$ cat config.mk
export PLATFORM = sky130hd
export DESIGN_NAME = screen_driver
export DESIGN_NICKNAME = d
export VERILOG_FILES = /design/src/rtl/screen_driver.sv
export SDC_FILE = /design/constraint.sdc
export NUM_CORES = 1
export LEC_CHECK = 0
export ABC_AREA = 1
export CORE_UTILIZATION = 38
export CTS_BUF_LIST = sky130_fd_sc_hd__clkbuf_4 sky130_fd_sc_hd__clkbuf_8
export DETAILED_ROUTE_END_ITERATION = 8
export PLACE_DENSITY = 0.67
export SYNTH_ARGS = -nofsm -noshare
export SYNTH_HDL_FRONTEND = slang
export SYNTH_SLANG_ARGS = --single-unit
$ cat constraint.sdc
create_clock -name clk_i -period 1.6 [get_ports clk_i]
set_clock_uncertainty 0.2 [all_clocks]
set_input_delay 0.48 -clock clk_i [delete_from_list [all_inputs] [get_ports clk_i]]
set_output_delay 0.48 -clock clk_i [all_outputs]
set_load 0.02 [all_outputs]
$ cat src/rtl/screen_driver.sv
// -----------------------------------------------------------------------------
// screen_driver
//
// Converts a signed, fixed-point BCD number into per-digit 7-segment patterns
// and time-multiplexes them onto a shared cathode bus with one anode per digit.
//
// Configuration macro:
//   SCREEN_DRIVER_BLANK_LEADING_ZEROS_EN
//     defined   : leading zeros are blanked and a minus digit is placed just
//                 left of the significant part (dropped if there is no room).
//     undefined : every digit shows its numeral; a negative number lights the
//                 decimal point of the leftmost digit instead.
//
// Ports:
//   clk_i                    clock, all state on the rising edge
//   rst_ni                   synchronous active-low reset
//   num_i                    number to show (error, sign, point, BCD digits)
//   override_shift_amount_i  1 = take point position from new_shift_amount_i
//   new_shift_amount_i       replacement point position (don't-care when
//                            override is 0)
//   display_segments_o       registered per-digit patterns, active-high,
//                            bit7 = DP, bits 6:0 = g..a
//   segments_cathode_o       active-low pattern of the currently scanned digit
//   segments_anode_o         one-hot-low enable of the currently scanned digit
// -----------------------------------------------------------------------------
package calc_pkg;
  parameter int NumDigits = 8;

  typedef struct packed {
    logic                      error;
    logic                      sign;
    logic [2:0]                point;
    logic [NumDigits-1:0][3:0] digits;
  } num_t;
endpackage

module screen_driver #(
  parameter int NumDigits = calc_pkg::NumDigits
) (
  input  logic                      clk_i,
  input  logic                      rst_ni,
  input  calc_pkg::num_t            num_i,
  input  logic                      override_shift_amount_i,
  input  logic [2:0]                new_shift_amount_i,
  output logic [NumDigits-1:0][7:0] display_segments_o,
  output logic [7:0]                segments_cathode_o,
  output logic [NumDigits-1:0]      segments_anode_o
);

  localparam int ScanW = (NumDigits > 1) ? $clog2(NumDigits) : 1;

  localparam logic [7:0] SegMinus = 8'h40;

  function automatic logic [6:0] encode_digit(input logic [3:0] d);
    logic [6:0] s;
    case (d)
      4'd0:    s = 7'h3F;
      4'd1:    s = 7'h06;
      4'd2:    s = 7'h5B;
      4'd3:    s = 7'h4F;
      4'd4:    s = 7'h66;
      4'd5:    s = 7'h6D;
      4'd6:    s = 7'h7D;
      4'd7:    s = 7'h07;
      4'd8:    s = 7'h7F;
      4'd9:    s = 7'h6F;
      default: s = 7'h79;  // non-BCD codes render as "E"
    endcase
    return s;
  endfunction

  logic [NumDigits-1:0][7:0] segs_p0;
  logic [NumDigits-1:0][7:0] segs_p1;
  logic [ScanW-1:0]          scan_p1;
  logic                      vld_p1;
  int                        point;
`ifdef SCREEN_DRIVER_BLANK_LEADING_ZEROS_EN
  int                        top_nz;
  int                        extent;
`endif

  // ---- stage p0: combinational formatting of the incoming number ----
  always_comb begin
    segs_p0 = '0;
    point   = int'(override_shift_amount_i ? new_shift_amount_i : num_i.point);
`ifdef SCREEN_DRIVER_BLANK_LEADING_ZEROS_EN
    top_nz  = 0;
    for (int i = 0; i < NumDigits; i++) begin
      if (num_i.digits[i] != 4'd0) top_nz = i;
    end
    // The point forces zeros up to its digit to stay visible ("0.05").
    extent  = (point > top_nz) ? point : top_nz;
`endif
    for (int i = 0; i < NumDigits; i++) begin
      segs_p0[i] = {1'b0, encode_digit(num_i.digits[i])};
      if (point != 0 && i == point) segs_p0[i][7] = 1'b1;
`ifdef SCREEN_DRIVER_BLANK_LEADING_ZEROS_EN
      if (i > extent) segs_p0[i] = '0;
      // When extent is the leftmost digit there is no slot, so no sign.
      if (num_i.sign && i == extent + 1) segs_p0[i] = SegMinus;
`else
      if (num_i.sign && i == NumDigits - 1) segs_p0[i][7] = 1'b1;
`endif
      if (num_i.error) segs_p0[i] = SegMinus;
    end
  end

  // ---- stage p1: registered patterns and scan position ----
  always_ff @(posedge clk_i) begin
    if (!rst_ni) begin
      segs_p1 <= '0;
      scan_p1 <= '0;
      vld_p1  <= 1'b0;
    end else begin
      segs_p1 <= segs_p0;
      vld_p1  <= 1'b1;
      // Hold at digit 0 on the first edge out of reset so the new frame
      // starts there rather than at digit 1.
      if (vld_p1) begin
        if (scan_p1 == ScanW'(NumDigits - 1)) scan_p1 <= '0;
        else                                  scan_p1 <= scan_p1 + 1'b1;
      end
    end
  end

  always_comb begin
    segments_anode_o          = '1;
    segments_cathode_o        = '1;
    if (vld_p1) begin
      segments_anode_o[scan_p1] = 1'b0;
      segments_cathode_o        = ~segs_p1[scan_p1];
    end
  end

  assign display_segments_o = segs_p1;

endmodule

======== Word-level counts from Yosys, hierarchy flattened ========
Memories as Yosys holds them, arrays and structs flattened.
Cells that the tools add are included.
cells by class
  add/sub/neg operators ................... 1
  magnitude comparators ................... 2
  eq/ne operators ......................... 8
  mux-type cells .......................... 26
  bitwise logic cells ..................... 3
  reductions and logical operators ........ 12
operator list
  kind                   count
  $mux W7                8
  $logic_not A32 Y1      1
  $reduce_bool A32 Y1    1
  $bmux W8 S3            1
  $mux W8                3
  $not A8 Y8             2
  $eq A3 B3 Y1 const A   4
  $mux W1                11
  $logic_and A1 B1 Y1    9
  $eq A2 B3 Y1 const A   2
  $mux W3                2
  $lt A3 B4 Y1 const B   1
  $add A3 B1 Y3 const B  1
  $demux W1 S3           1
  $eq A1 B3 Y1 const A   1
  $eq A3 B3 Y1 const B   1
  $ge A3 B1 Y1 const B   1
  $reduce_or A2 Y1       1
  $not A1 Y1             1
storage, ports and cells
  flip-flop bits (word level) ............. 68
  memory bits (read-only) ................. 896
  input port bits ......................... 43
  output and inout bits ................... 80
  word-level logic and storage cells ...... 78
  memories ................................ 8
memories
  memory            depth  width  read ports  clocked after Yosys merged registers in  wr ports  RTL line  text
  (name not given)  16     7      1           0                                        0         56        case (d)
  (name not given)  16     7      1           0                                        0         56
  (name not given)  16     7      1           0                                        0         56
  (name not given)  16     7      1           0                                        0         56
  (name not given)  16     7      1           0                                        0         56
  (name not given)  16     7      1           0                                        0         56
  2 more memories   n/a    n/a    n/a         n/a                                      n/a       n/a

======== Longest topological paths before layout ========
Gate-level depths: netlist of run 1.
  depth after elaboration ................. 6
  gate-level depth with buffers ........... 10
  depth with buffers taken out ............ 8

======== Worst setup path after synthesis of run 1 ========
No wires, ideal clock.
  kind .................................... register to output
  start ................................... reg scan_p1[0]
  end ..................................... out segments_cathode_o[7]
  arrival time ............................ 1.175 ns
  data required time ...................... 0.920 ns
  path slack .............................. -0.255 ns
  cell stages (with the launch flop) ...... 7
  path buffers ............................ 2
  cells stage by stage .................... dfxtp_1 -> buf_4 -> inv_2 -> buf_4 -> o21ai_0 -> nand2_1 -> o21ai_1
between the ends
  cells in the longest elaborated chain, start to end .. 4
RTL lines
  what                           RTL line  text
  start, declared                74        logic [ScanW-1:0] scan_p1;
  start signal, assigned         121       else scan_p1 <= scan_p1 + 1'b1;
  $bmux W8 S3                    131       segments_cathode_o = ~segs_p1[scan_p1];
  $mux W8 (not written as such)  131
  $not A8 Y8                     131
  $mux W8                        129       if (vld_p1) begin
  end, declared                  46        output logic [7:0] segments_cathode_o,
No other way between the ends. The select of a mux whose other input is x is not followed.

======== Worst setup path after layout of run 1 ========
  start ................................... reg scan_p1[0]
  end ..................................... out segments_cathode_o[6]
The elaborated chain is that of the path after synthesis.

==> results of run 1 <==
==> state kept, by name, indices dropped and copies added, names as in the netlist <==
register and cells:
vld_p1 1, display_segments_o 63, scan_p1 3
==> worst paths after layout <==
kind | startpoint | end | slack, ns | cells after the start
setup / recovery | scan_p1[0] | segments_cathode_o[6] | -0.66 | 9
hold / removal | rst_ni | vld_p1 | 0.24 | 1
setup reg to reg | scan_p1[0] | scan_p1[0] | 0.02 | 7
hold reg to reg | vld_p1 | scan_p1[1] | 0.50 | 3
==> critical path, stage by stage, from the launching register on <==
cell,delay (ns)
dfxtp_4,0.45
buf_8,0.15
nand2_1,0.06
nand2_1,0.07
nand2_1,0.07
nand2_1,0.09
nand2_1,0.08
nand2_2,0.08
nand2_2,0.05
buf_6,0.12
==> area by class of cell <==
type	instances	share of cell area [%]
repair buffers	262	36.1
multi-input cells	389	32.5
flip-flops and latches	67	19.7
inverters	110	6.12
well taps	133	2.31
clock buffers	11	2.02
clock inverters	4	1.04
repair inverters	1	0.157
==> metrics by stage <==
stage                     cells  hold WS, ns  setup WS, ns  utilization (%)
final                       977        0.245        -0.658             72.6
after global routing        977        0.260        -0.729             72.6
after CTS                   967        0.243        -0.656             68.8
after detailed placement    944        0.418        -0.707             63.5
after global placement      944        0.420        -0.679             63.5
after floorplan             581        0.282       -0.0935                -
==> routing by layer <==
layer,global-route usage [%],vias up,wire length (µm)
met1,28.3,2126,5700
met2,42.0,152,6920
met3,6.08,27,790
met5,0,-,0
li1,-,2299,-
met4,6.33,0,316
==> power groups by stage <==
stage | registers, µW | clock network (µW) | logic (µW)
2_1_floorplan | 1950 | 0 | 507
3_3_place_gp | 1870 | 0 | 1300
3_5_place_dp | 1870 | 0 | 1320
4_1_cts | 1850 | 1540 | 1410
5_1_grt | 1870 | 1630 | 1670
6_report | 1860 | 1550 | 1550
==> cells in the final DEF (no fill, tap or decap), types with 13 or more instances in the layout <==
cell type        count
nand2_1            134
buf_6              132
inv_1               90
buf_4               73
dfxtp_2             56
nor2_1              49
a21oi_1             47
ha_1                47
nand3_1             38
clkdlybuf4s50_1     26
inv_2               15
nand2_2             14
dlygate4sd2_1       13
==> kinds of logic (layout without fill, tap and decap cells) <==
family | after synthesis | count (layout) | synth area share [%]
AND/OR/NAND/NOR | 256 | 256 | 26.5
buffers and inverters | 125 | 388 | 12.7
AO/OA/AOI/OAI | 82 | 82 | 11.0
flip-flops | 67 | 67 | 33.9
adder cells (fa/ha/maj) | 50 | 50 | 15.8
other | 1 | 1 | 0.0949
==> timing repair <==
| action | CTS | global route |
|---|---|---|
| setup endpoints to repair | 97 | 88 |
| pin swaps | 13 | 15 |
| cloned | 0 | 2 |
| gates resized for setup | 575 | 92 |
| setup buffers | 20 | 21 |
==> flow_summary.html, run 1 <==
<table>
<tr><th>Metric</th><th>Value</th></tr>
<tr><th colspan="2">CTS</th></tr>
<tr><td>Max Root-Sink Buffers</td><td>2</td></tr>
<tr><td>Hold-fix buffer count after cts</td><td>0</td></tr>
<tr><td>Number of clock sinks seen by CTS</td><td>67</td></tr>
<tr><td>Total clock buffers created by CTS</td><td>9</td></tr>
<tr><td>TritonCTS clock tree</td><td>built</td></tr>
<tr><td>Clock latency on the worst-skew pair</td><td>0.35 ns</td></tr>
<tr><td>CTS Root Buffer Type</td><td>clkbuf_8</td></tr>
<tr><td>Count of H-tree levels built during CTS</td><td>3</td></tr>
<tr><td>CTS clk-pin slew, worst paths</td><td>0.07 ns</td></tr>
<tr><th colspan="2">Timing</th></tr>
<tr><td>Number of failing hold endpoints at the final stage</td><td>0</td></tr>
<tr><td>Min setup slack post-route</td><td>-0.658 ns</td></tr>
<tr><td>RSZ-0062 raised after global routing</td><td>true</td></tr>
<tr><td>Achievable Freq</td><td>443 MHz</td></tr>
<tr><td>Pins over their slew limit</td><td>0</td></tr>
<tr><td>Final setup violation count</td><td>18</td></tr>
<tr><td>Final setup TNS</td><td>-9.07 ns</td></tr>
<tr><td>Time the worst path needs with I/O delays and setup</td><td>2.26 ns</td></tr>
<tr><td>Final clock period utilization by the worst path</td><td>141%</td></tr>
<tr><th colspan="2">GRT</th></tr>
<tr><td>Antenna violations before repair</td><td>0</td></tr>
<tr><td>Global routing usage summed across all routing layers</td><td>23.8%</td></tr>
<tr><td>Overflow left after global routing</td><td>0</td></tr>
<tr><td>Largest net degree at the start of global routing</td><td>31</td></tr>
<tr><td>Vias in the first global route</td><td>4495</td></tr>
<tr><td>First-pass GRT wire length</td><td>20700 µm</td></tr>
<tr><th colspan="2">Worst setup path</th></tr>
<tr><td>Type of element capturing the critical path</td><td>output port</td></tr>
<tr><td>Startpoint types</td><td>flop</td></tr>
<tr><td>Worst path arrival time</td><td>1.58 ns</td></tr>
<tr><td>Crit path max fanout</td><td>6</td></tr>
<tr><td>Data required time at the worst endpoint</td><td>0.92 ns</td></tr>
<tr><td>Critical path start-end classification</td><td>reg2out</td></tr>
<tr><th colspan="2">Power and ir drop</th></tr>
<tr><td>Overall power of the completed layout</td><td>4960 µW</td></tr>
<tr><td>Total net switching power</td><td>1480 µW</td></tr>
<tr><td>Pint</td><td>3480 µW</td></tr>
<tr><td>Switching fraction of total power</td><td>29.8%</td></tr>
<tr><td>Leakage power total</td><td>0.00381 µW</td></tr>
<tr><td>Highest ir drop seen on vdd</td><td>0.410 mV</td></tr>
<tr><td>PwrDens</td><td>689 mW/mm²</td></tr>
<tr><td>Share of total power in sequential cells</td><td>37.6%</td></tr>
<tr><td>Power share of the clock group</td><td>31.2%</td></tr>
<tr><td>Comb pwr share</td><td>31.2%</td></tr>
<tr><th colspan="2">Yosys</th></tr>
<tr><td>Total of warnings raised by yosys</td><td>0</td></tr>
<tr><td>Gate count of the mapped netlist</td><td>581</td></tr>
<tr><td>Post-synthesis instance area</td><td>0.00395 mm²</td></tr>
<tr><td>Leading cell type by number of instances after synthesis</td><td>nand2_1</td></tr>
<tr><td>Fraction of synthesized cell area taken by the top area cell type</td><td>33.9%</td></tr>
<tr><td>Number of register bits inferred by synthesis</td><td>67</td></tr>
<tr><td>Share of async-settable or async-resettable flops after synthesis</td><td>0%</td></tr>
<tr><td>Most used DFF post-synth</td><td>dfxtp_1</td></tr>
<tr><td>Post-synthesis net count</td><td>674</td></tr>
<tr><td>Top cell type by total area after synthesis</td><td>dfxtp_1</td></tr>
<tr><td>Number of distinct library cells after synthesis</td><td>20</td></tr>
<tr><td>Top area cells in the synthesized netlist</td><td>dfxtp_1 (34%), ha_1 (16%), nand2_1 (14%)</td></tr>
<tr><td>Leading cell types by count after synthesis</td><td>nand2_1 (151), inv_1 (106), dfxtp_1 (67), a21oi_1 (52)</td></tr>
<tr><td>EDFF count, synth</td><td>0</td></tr>
<tr><td>Fraction of the yosys area taken by sequential cells</td><td>33.9%</td></tr>
<tr><td>Average size of a mapped cell</td><td>6.80 µm²</td></tr>
<tr><th colspan="2">Floorplan</th></tr>
<tr><td>Starting density of the core</td><td>39.9%</td></tr>
<tr><td>Area enclosed by the die boundary</td><td>0.0108 mm²</td></tr>
<tr><td>X dimension of the die</td><td>104 µm</td></tr>
<tr><td>Boundary Pins</td><td>123</td></tr>
<tr><td>Die Height</td><td>104 µm</td></tr>
<tr><td>Core area</td><td>0.00991 mm²</td></tr>
<tr><td>Core Rows</td><td>36</td></tr>
<tr><th colspan="2">Routing</th></tr>
<tr><td>Total length of routed wires</td><td>13700 µm</td></tr>
<tr><td>Number of DRC violations after detailed-routing iteration 0</td><td>196</td></tr>
<tr><td>Residual DRC count</td><td>0</td></tr>
<tr><td>Routed WL per cell</td><td>14.0 µm</td></tr>
<tr><td>Total iterations of the first detailed-routing run</td><td>5</td></tr>
<tr><td>Antenna Nets Post-Route</td><td>0</td></tr>
<tr><td>Vias per inst</td><td>4.71</td></tr>
<tr><td>Via Count</td><td>4604</td></tr>
<tr><th colspan="2">Run status</th></tr>
<tr><td>Result of the run</td><td>complete, but fails checks</td></tr>
<tr><td>Violations in the final reports</td><td>setup timing</td></tr>
<tr><th colspan="2">Final layout</th></tr>
<tr><td>Diode count</td><td>0</td></tr>
<tr><td>Fill cell total of the finished layout</td><td>740</td></tr>
<tr><td>Fraction of final layout cells with drive strength greater than 1</td><td>42.9%</td></tr>
<tr><td>Final design instance area without fill</td><td>0.00719 mm²</td></tr>
<tr><td>Synth-to-layout area growth</td><td>81.9%</td></tr>
<tr><td>Area of combinational cells with multiple inputs</td><td>0.00234 mm²</td></tr>
<tr><td>Register cell area after layout</td><td>0.00142 mm²</td></tr>
<tr><td>Net count reported at finish</td><td>933</td></tr>
<tr><th colspan="2">Placement</th></tr>
<tr><td>Detailed placement HPWL</td><td>9960 µm</td></tr>
<tr><td>Instance area after placement</td><td>0.00629 mm²</td></tr>
<tr><td>GP Congestion</td><td>0.862</td></tr>
<tr><td>IO Port Bufs</td><td>121</td></tr>
<tr><th colspan="2">Job</th></tr>
<tr><td>Max-cap violations</td><td>0</td></tr>
<tr><th colspan="2">Min path</th></tr>
<tr><td>Worst min-delay path class</td><td>in2reg</td></tr>
</table>
(Power assumes the default switching activity.)
==> inputs of run 2 (changes only) <==
- ABC_AREA: 1 -> not set
==> run 2 against run 1 <==
The flow still finishes with violations (setup timing). Critical path depth is 3 lower. Worst hold slack better by 0.10 ns. Synthesized cell count is 19% lower. Count of clock-buffer cells in the layout stayed put. First-iteration DRC count is 12% lower. Wire length is 8.5% higher. Sequential power hardly changed. Non-clock buffer count is 13 higher. Sequential share of layout area is 0.50 points lower. Global-route usage is 1.9 points higher. Fmax is 9.4% lower. Sequential cell count stayed put. Largest power group unchanged.
==> flow_summary.html, run 2 <==
<table>
<tr><th>Metric</th><th>Value</th></tr>
<tr><th colspan="2">Routing</th></tr>
<tr><td>Number of DRC violations after detailed-routing iteration 0</td><td>172</td></tr>
<tr><td>Total length of routed wires</td><td>14900 µm</td></tr>
<tr><td>Vias per inst</td><td>5.17</td></tr>
<tr><td>Routed WL per cell</td><td>17.4 µm</td></tr>
<tr><td>Antenna Nets Post-Route</td><td>0</td></tr>
<tr><td>Residual DRC count</td><td>0</td></tr>
<tr><td>Total iterations of the first detailed-routing run</td><td>4</td></tr>
<tr><td>Via Count</td><td>4432</td></tr>
<tr><th colspan="2">Timing</th></tr>
<tr><td>Worst slew pin tran</td><td>0.500 ns</td></tr>
<tr><td>Time the worst path needs with I/O delays and setup</td><td>2.49 ns</td></tr>
<tr><td>Achievable Freq</td><td>401 MHz</td></tr>
<tr><td>RSZ-0062 raised after global routing</td><td>true</td></tr>
<tr><td>Final clock period utilization by the worst path</td><td>156%</td></tr>
<tr><td>Final setup violation count</td><td>52</td></tr>
<tr><td>Number of failing hold endpoints at the final stage</td><td>0</td></tr>
<tr><td>Pins over their slew limit</td><td>0</td></tr>
<tr><td>Min setup slack post-route</td><td>-0.893 ns</td></tr>
<tr><td>Hold Worst Slack</td><td>0.349 ns</td></tr>
<tr><td>Worst max-slew margin expressed relative to the limit</td><td>66.6%</td></tr>
<tr><th colspan="2">Yosys</th></tr>
<tr><td>Share of async-settable or async-resettable flops after synthesis</td><td>0%</td></tr>
<tr><td>Most used DFF post-synth</td><td>dfxtp_1</td></tr>
<tr><td>Number of distinct library cells after synthesis</td><td>46</td></tr>
<tr><td>Synth Area in Compound Gates</td><td>19.4%</td></tr>
<tr><td>Leading cell type by number of instances after synthesis</td><td>nor2_1</td></tr>
<tr><td>Combinational family with the most area after synthesis</td><td>compound AO/OA/AOI/OAI gates</td></tr>
<tr><td>Fraction of synthesized cell area taken by the top area cell type</td><td>34.3%</td></tr>
<tr><td>Leading cell types by count after synthesis</td><td>nor2_1 (74), dfxtp_1 (67), a21oi_1 (51), ha_1 (50), inv_1 (38)</td></tr>
<tr><td>Multiplexer fraction of the synthesized cell area</td><td>7.33%</td></tr>
<tr><td>Post-synthesis instance area</td><td>0.00391 mm²</td></tr>
<tr><td>Area share of and/or/nand/nor cells after synthesis</td><td>14.4%</td></tr>
<tr><td>Post-synthesis net count</td><td>562</td></tr>
<tr><td>EDFF count, synth</td><td>0</td></tr>
<tr><td>Parity-gate share of the synthesized area counting xor and xnor cells</td><td>0%</td></tr>
<tr><td>Number of register bits inferred by synthesis</td><td>67</td></tr>
<tr><td>Total of warnings raised by yosys</td><td>0</td></tr>
<tr><td>Arithmetic-cell share of the synthesized area counting full adders, half adders and majority gates</td><td>16.0%</td></tr>
<tr><td>Top cell type by total area after synthesis</td><td>dfxtp_1</td></tr>
<tr><td>Top area cells in the synthesized netlist</td><td>dfxtp_1 (34%), ha_1 (16%), nor2_1 (7.1%)</td></tr>
<tr><td>Average size of a mapped cell</td><td>8.33 µm²</td></tr>
<tr><td>Gate count of the mapped netlist</td><td>469</td></tr>
<tr><td>Fraction of the yosys area taken by sequential cells</td><td>34.3%</td></tr>
<tr><th colspan="2">Final layout</th></tr>
<tr><td>Number of flip-flops in the largest register</td><td>63</td></tr>
<tr><td>Area of combinational cells with multiple inputs</td><td>0.00269 mm²</td></tr>
<tr><td>Net count reported at finish</td><td>815</td></tr>
<tr><td>Top library cells by usage in the layout, fill and taps aside</td><td>buf_6 (150), buf_4 (75), nor2_1 (67)</td></tr>
<tr><td>Fill cell total of the finished layout</td><td>628</td></tr>
<tr><td>Register cell area after layout</td><td>0.00143 mm²</td></tr>
<tr><td>Utilization after layout</td><td>75.2%</td></tr>
<tr><td>Most common cell after layout, fill and taps aside</td><td>buf_6</td></tr>
<tr><td>Fin cells</td><td>858</td></tr>
<tr><td>Fraction of final layout cells with drive strength greater than 1</td><td>56.8%</td></tr>
<tr><td>Synth-to-layout area growth</td><td>89.9%</td></tr>
<tr><td>Diode count</td><td>0</td></tr>
<tr><th colspan="2">Power and ir drop</th></tr>
<tr><td>Power share of the clock group</td><td>29.1%</td></tr>
<tr><td>Total net switching power</td><td>1480 µW</td></tr>
<tr><td>Highest ir drop seen on vdd</td><td>0.372 mV</td></tr>
<tr><td>Switching fraction of total power</td><td>30.6%</td></tr>
<tr><td>Pint</td><td>3350 µW</td></tr>
<tr><td>PwrDens</td><td>651 mW/mm²</td></tr>
<tr><td>Leakage power total</td><td>0.00343 µW</td></tr>
<tr><td>Overall power of the completed layout</td><td>4830 µW</td></tr>
<tr><td>Comb pwr share</td><td>32.1%</td></tr>
<tr><td>Share of total power in sequential cells</td><td>38.8%</td></tr>
<tr><th colspan="2">GRT</th></tr>
<tr><td>Largest net degree at the start of global routing</td><td>36</td></tr>
<tr><td>Vias in the first global route</td><td>4204</td></tr>
<tr><td>Antenna violations before repair</td><td>0</td></tr>
<tr><td>Global routing usage summed across all routing layers</td><td>25.7%</td></tr>
<tr><td>Overflow left after global routing</td><td>0</td></tr>
<tr><td>First-pass GRT wire length</td><td>20700 µm</td></tr>
<tr><th colspan="2">Floorplan</th></tr>
<tr><td>Core Rows</td><td>36</td></tr>
<tr><td>Core area</td><td>0.00986 mm²</td></tr>
<tr><td>Starting density of the core</td><td>39.6%</td></tr>
<tr><td>Boundary Pins</td><td>123</td></tr>
<tr><td>X dimension of the die</td><td>103 µm</td></tr>
<tr><td>Area enclosed by the die boundary</td><td>0.0107 mm²</td></tr>
<tr><td>Die Height</td><td>103 µm</td></tr>
<tr><th colspan="2">Job</th></tr>
<tr><td>Max-cap violations</td><td>0</td></tr>
<tr><th colspan="2">Placement</th></tr>
<tr><td>IO Port Bufs</td><td>121</td></tr>
<tr><td>Worst-case setup slack after placement</td><td>-0.940 ns</td></tr>
<tr><td>Detailed placement HPWL</td><td>9810 µm</td></tr>
<tr><td>Placed cell count</td><td>832</td></tr>
<tr><td>GP Congestion</td><td>0.853</td></tr>
<tr><th colspan="2">Worst setup path</th></tr>
<tr><td>Startpoint types</td><td>flop</td></tr>
<tr><td>Type of element capturing the critical path</td><td>output port</td></tr>
<tr><td>Critical path start-end classification</td><td>reg2out</td></tr>
<tr><td>Worst path arrival time</td><td>1.81 ns</td></tr>
<tr><td>Data required time at the worst endpoint</td><td>0.92 ns</td></tr>
<tr><td>Crit path max fanout</td><td>6</td></tr>
<tr><th colspan="2">Run status</th></tr>
<tr><td>Result of the run</td><td>complete, but fails checks</td></tr>
<tr><td>Violations in the final reports</td><td>setup timing</td></tr>
<tr><th colspan="2">CTS</th></tr>
<tr><td>Count of H-tree levels built during CTS</td><td>3</td></tr>
<tr><td>TritonCTS clock tree</td><td>built</td></tr>
<tr><td>Total clock buffers created by CTS</td><td>9</td></tr>
<tr><td>Clock latency on the worst-skew pair</td><td>0.35 ns</td></tr>
<tr><td>CTS Root Buffer Type</td><td>clkbuf_8</td></tr>
<tr><td>CTS clk-pin slew, worst paths</td><td>0.07 ns</td></tr>
<tr><td>Number of clock sinks seen by CTS</td><td>67</td></tr>
<tr><td>Max Root-Sink Buffers</td><td>2</td></tr>
<tr><th colspan="2">Min path</th></tr>
<tr><td>Worst min-delay path class</td><td>in2reg</td></tr>
</table>
## run 2: cell count changes in the layout (fill, tap and decap cells not counted), sizes merged, moves of 14 or more
cell,change
nand2,-123
inv,-71
nand3,-39
nor2,+21
mux2i,+17
buf,+14
## run 2: worst paths after layout
path	start	endpoint	slack (ns)	cells past startpoint
setup reg to reg	scan_p1[1]	scan_p1[2]	-0.15	7
hold / removal	num_i[22]	display_segments_o[45]	0.35	3
setup / recovery	scan_p1[1]	segments_cathode_o[0]	-0.89	6
hold reg to reg	scan_p1[0]	scan_p1[0]	0.51	3
## run 2: power by group through the flow
stage	Sequential (µW)	Combinational [µW]	Clock, µW
final	1880	1550	1400
after detailed placement	1870	1270	0
after global placement	1880	1240	0
after CTS	1860	1410	1370
after global routing	1880	1650	1490
after floorplan	1950	487	0
## run 2: layout make-up
cell class	count	area share, %
Clock inverter	3	0.539
Timing Repair Buffer	275	37.7
Clock buffer	11	1.96
Tap cell	133	2.24
Sequential cell	67	19.2
Inverter	39	2.11
Multi-Input combinational cell	330	36.2
## run 2: metrics by stage
stage | TNS, ns | instance area [µm²]
after global routing | -13.41 | 7420
after global placement | -37.04 | 6320
after floorplan | -2.62 | 4050
after CTS | -10.33 | 7030
after detailed placement | -38.13 | 6320
final | -11.74 | 7420
## run 2: cell families after synthesis
| family | after synthesis |
|---|---|
| DFF | 67 |
| muxes | 26 |
| adders and majority gates | 50 |
| AOI/OAI and AO/OA | 121 |
| buffers and inverters | 72 |
| other | 1 |
| and+or+nand+nor | 132 |
## run 2: worst max-delay path, cell delays in order (launching register included)
cell,delay [ns]
dfxtp_4,0.41
buf_6,0.13
mux2_2,0.34
nand2_1,0.12
a21oi_2,0.10
o31ai_4,0.21
buf_6,0.15
## run 2: repair_timing
action / CTS / global route
setup buffers: 20 / 20
cloned: 1 / 0
pin swaps: 21 / 15
resized for setup: 616 / 113
hold buffers: 0 / 0
endpoints found under the setup margin: 92 / 111
## run 2: layer usage
metal	routed length, µm	track usage (%)	share of wire (%)
met4	574	12.4	3.9
met5	0	0	0
met2	7570	45.2	51
met3	755	3.97	5.1
met1	6000	30.5	40
==> inputs of run 3 (changes only) <==
- ABC_CLOCK_PERIOD_IN_PS: not set -> 1600
- CORE_ASPECT_RATIO: not set -> 0.75
- CORE_UTILIZATION: 38 -> 44
- PLACE_DENSITY: 0.67 -> 0.76
==> run 3 against run 2 <==
The run still ends with setup timing left. Sequential power about the same. First-iteration DRC count up 130%. Non-clock buffer count up 5. Worst hold slack better by 0.048 ns. Global-route usage up 7.1 points. Clock power up 11%. Die area down 13%. Critical path type unchanged. Largest cell class is now multi-input gates.
==> flow_summary.html, run 3 (synthesis gave the netlist of run 2 again) <==
<table>
<tr><th>Metric</th><th>Value</th></tr>
<tr><th colspan="2">Run status</th></tr>
<tr><td>Result of the run</td><td>complete, but fails checks</td></tr>
<tr><td>Violations in the final reports</td><td>setup timing</td></tr>
<tr><th colspan="2">Final layout</th></tr>
<tr><td>Synth-to-layout area growth</td><td>92.5%</td></tr>
<tr><td>Utilization after layout</td><td>88.2%</td></tr>
<tr><td>Area of combinational cells with multiple inputs</td><td>0.00283 mm²</td></tr>
<tr><td>Fill cell total of the finished layout</td><td>376</td></tr>
<tr><td>Fraction of final layout cells with drive strength greater than 1</td><td>58.3%</td></tr>
<tr><td>Net count reported at finish</td><td>820</td></tr>
<tr><td>Register cell area after layout</td><td>0.00144 mm²</td></tr>
<tr><td>Most common cell after layout, fill and taps aside</td><td>buf_6</td></tr>
<tr><td>Top library cells by usage in the layout, fill and taps aside</td><td>buf_6 (142), buf_4 (86), nor2_1 (67)</td></tr>
<tr><td>Number of flip-flops in the largest register</td><td>63</td></tr>
<tr><td>Final design instance area without fill</td><td>0.00752 mm²</td></tr>
<tr><td>Diode count</td><td>0</td></tr>
<tr><td>Fin cells</td><td>840</td></tr>
<tr><th colspan="2">Worst setup path</th></tr>
<tr><td>Data required time at the worst endpoint</td><td>0.92 ns</td></tr>
<tr><td>Source of the worst register-to-register timing path</td><td>scan_p1[1]</td></tr>
<tr><td>Crit path max fanout</td><td>8</td></tr>
<tr><td>Worst path arrival time</td><td>1.80 ns</td></tr>
<tr><td>Type of element capturing the critical path</td><td>output port</td></tr>
<tr><td>Startpoint types</td><td>flop</td></tr>
<tr><td>Critical path start-end classification</td><td>reg2out</td></tr>
<tr><td>Start point of the critical path</td><td>scan_p1[1]</td></tr>
<tr><th colspan="2">Timing</th></tr>
<tr><td>Number of failing hold endpoints at the final stage</td><td>0</td></tr>
<tr><td>Min setup slack post-route</td><td>-0.881 ns</td></tr>
<tr><td>Final clock period utilization by the worst path</td><td>155%</td></tr>
<tr><td>RSZ-0062 raised after global routing</td><td>true</td></tr>
<tr><td>Achievable Freq</td><td>403 MHz</td></tr>
<tr><td>Time the worst path needs with I/O delays and setup</td><td>2.48 ns</td></tr>
<tr><td>Pins over their slew limit</td><td>0</td></tr>
<tr><td>Final setup violation count</td><td>78</td></tr>
<tr><th colspan="2">GRT</th></tr>
<tr><td>Global routing usage summed across all routing layers</td><td>32.8%</td></tr>
<tr><td>Overflow left after global routing</td><td>0</td></tr>
<tr><td>First-pass GRT wire length</td><td>23800 µm</td></tr>
<tr><td>Vias in the first global route</td><td>4619</td></tr>
<tr><td>Largest net degree at the start of global routing</td><td>12</td></tr>
<tr><td>Antenna violations before repair</td><td>0</td></tr>
<tr><th colspan="2">Floorplan</th></tr>
<tr><td>Die Height</td><td>83.6 µm</td></tr>
<tr><td>Area enclosed by the die boundary</td><td>0.00927 mm²</td></tr>
<tr><td>Core Rows</td><td>29</td></tr>
<tr><td>Core area</td><td>0.00853 mm²</td></tr>
<tr><td>X dimension of the die</td><td>111 µm</td></tr>
<tr><td>Starting density of the core</td><td>45.8%</td></tr>
<tr><td>Boundary Pins</td><td>123</td></tr>
<tr><th colspan="2">CTS</th></tr>
<tr><td>Total clock buffers created by CTS</td><td>9</td></tr>
<tr><td>Max Root-Sink Buffers</td><td>2</td></tr>
<tr><td>CTS clk-pin slew, worst paths</td><td>0.08 ns</td></tr>
<tr><td>TritonCTS clock tree</td><td>built</td></tr>
<tr><td>Hold-fix buffer count after cts</td><td>0</td></tr>
<tr><td>Clock latency on the worst-skew pair</td><td>0.37 ns</td></tr>
<tr><td>Count of H-tree levels built during CTS</td><td>3</td></tr>
<tr><td>CTS Root Buffer Type</td><td>clkbuf_8</td></tr>
<tr><td>Number of clock sinks seen by CTS</td><td>67</td></tr>
<tr><th colspan="2">Routing</th></tr>
<tr><td>Via Count</td><td>4861</td></tr>
<tr><td>Total iterations of the first detailed-routing run</td><td>4</td></tr>
<tr><td>Routed WL per cell</td><td>22.0 µm</td></tr>
<tr><td>Number of DRC violations after detailed-routing iteration 0</td><td>396</td></tr>
<tr><td>Antenna Nets Post-Route</td><td>0</td></tr>
<tr><td>Total length of routed wires</td><td>18500 µm</td></tr>
<tr><td>Vias per inst</td><td>5.79</td></tr>
<tr><td>Residual DRC count</td><td>0</td></tr>
<tr><th colspan="2">Placement</th></tr>
<tr><td>Instance area after placement</td><td>0.00623 mm²</td></tr>
<tr><td>Placed cell count</td><td>802</td></tr>
<tr><td>Detailed placement HPWL</td><td>10000 µm</td></tr>
<tr><td>IO Port Bufs</td><td>121</td></tr>
<tr><td>Worst-case setup slack after placement</td><td>-0.957 ns</td></tr>
<tr><td>GP Congestion</td><td>0.878</td></tr>
<tr><th colspan="2">Power and ir drop</th></tr>
<tr><td>Overall power of the completed layout</td><td>5070 µW</td></tr>
<tr><td>Highest ir drop seen on vdd</td><td>0.769 mV</td></tr>
<tr><td>Leakage power total</td><td>0.00345 µW</td></tr>
<tr><td>PwrDens</td><td>674 mW/mm²</td></tr>
<tr><th colspan="2">Min path</th></tr>
<tr><td>Hold Startpoint</td><td>num_i[13]</td></tr>
<tr><td>Worst min-delay path class</td><td>in2reg</td></tr>
<tr><th colspan="2">Job</th></tr>
<tr><td>Max-cap violations</td><td>0</td></tr>
</table>
## run 3: worst max-delay path, stage by stage, from the launching register on
cell and delay (ns):
dfxtp_4 0.43, mux2_2 0.37, nand2_1 0.11, a21oi_2 0.07, o31ai_4 0.29, buf_6 0.16
## run 3: repair_timing
item,4_1_cts,5_1_grt
setup endpoints to repair,117,112
gates resized for setup,625,115
gates cloned,0,0
pin swaps,14,24
setup buffers,25,23
## run 3: worst paths after layout
| path | cells past startpoint | slack (ns) | endpoint |
|---|---|---|---|
| worst min-delay path | 5 | 0.40 | display_segments_o[25] |
| worst max register to register | 7 | -0.12 | scan_p1[2] |
| worst min register to register | 4 | 0.66 | scan_p1[0] |
| worst max-delay path | 5 | -0.88 | segments_cathode_o[2] |
## run 3: routing by layer
metal | up-vias | global-route usage [%] | part of all wire (%)
met5 | - | 0 | 0
li1 | 2114 | - | -
met1 | 2321 | 39.1 | 38
met4 | 0 | 11.2 | 4.4
met2 | 344 | 58.4 | 50
met3 | 82 | 6.97 | 8.1
## run 3: area by class of cell
type | count | area share (%)
clock buffers | 12 | 2.11
clock inverters | 4 | 0.649
inverters | 39 | 2.08
multi-input cells | 330 | 37.6
flip-flops and latches | 67 | 19.1
well taps | 108 | 1.80
repair buffers | 280 | 36.7
## run 3: where the power goes
| part | total, µW | switching [µW] | internal, µW |
|---|---|---|---|
| sequential | 1890 | 118 | 1770 |
| clock | 1560 | 735 | 821 |
| combinational | 1630 | 800 | 829 |
## run 3: through the flow
step                      hold slack [ns]  setup TNS, ns
final                               0.397         -13.93
after global routing                0.448         -15.35
after CTS                           0.498         -11.08
after detailed placement            0.524         -44.62
after global placement              0.492         -44.33
after floorplan                     0.308          -2.62
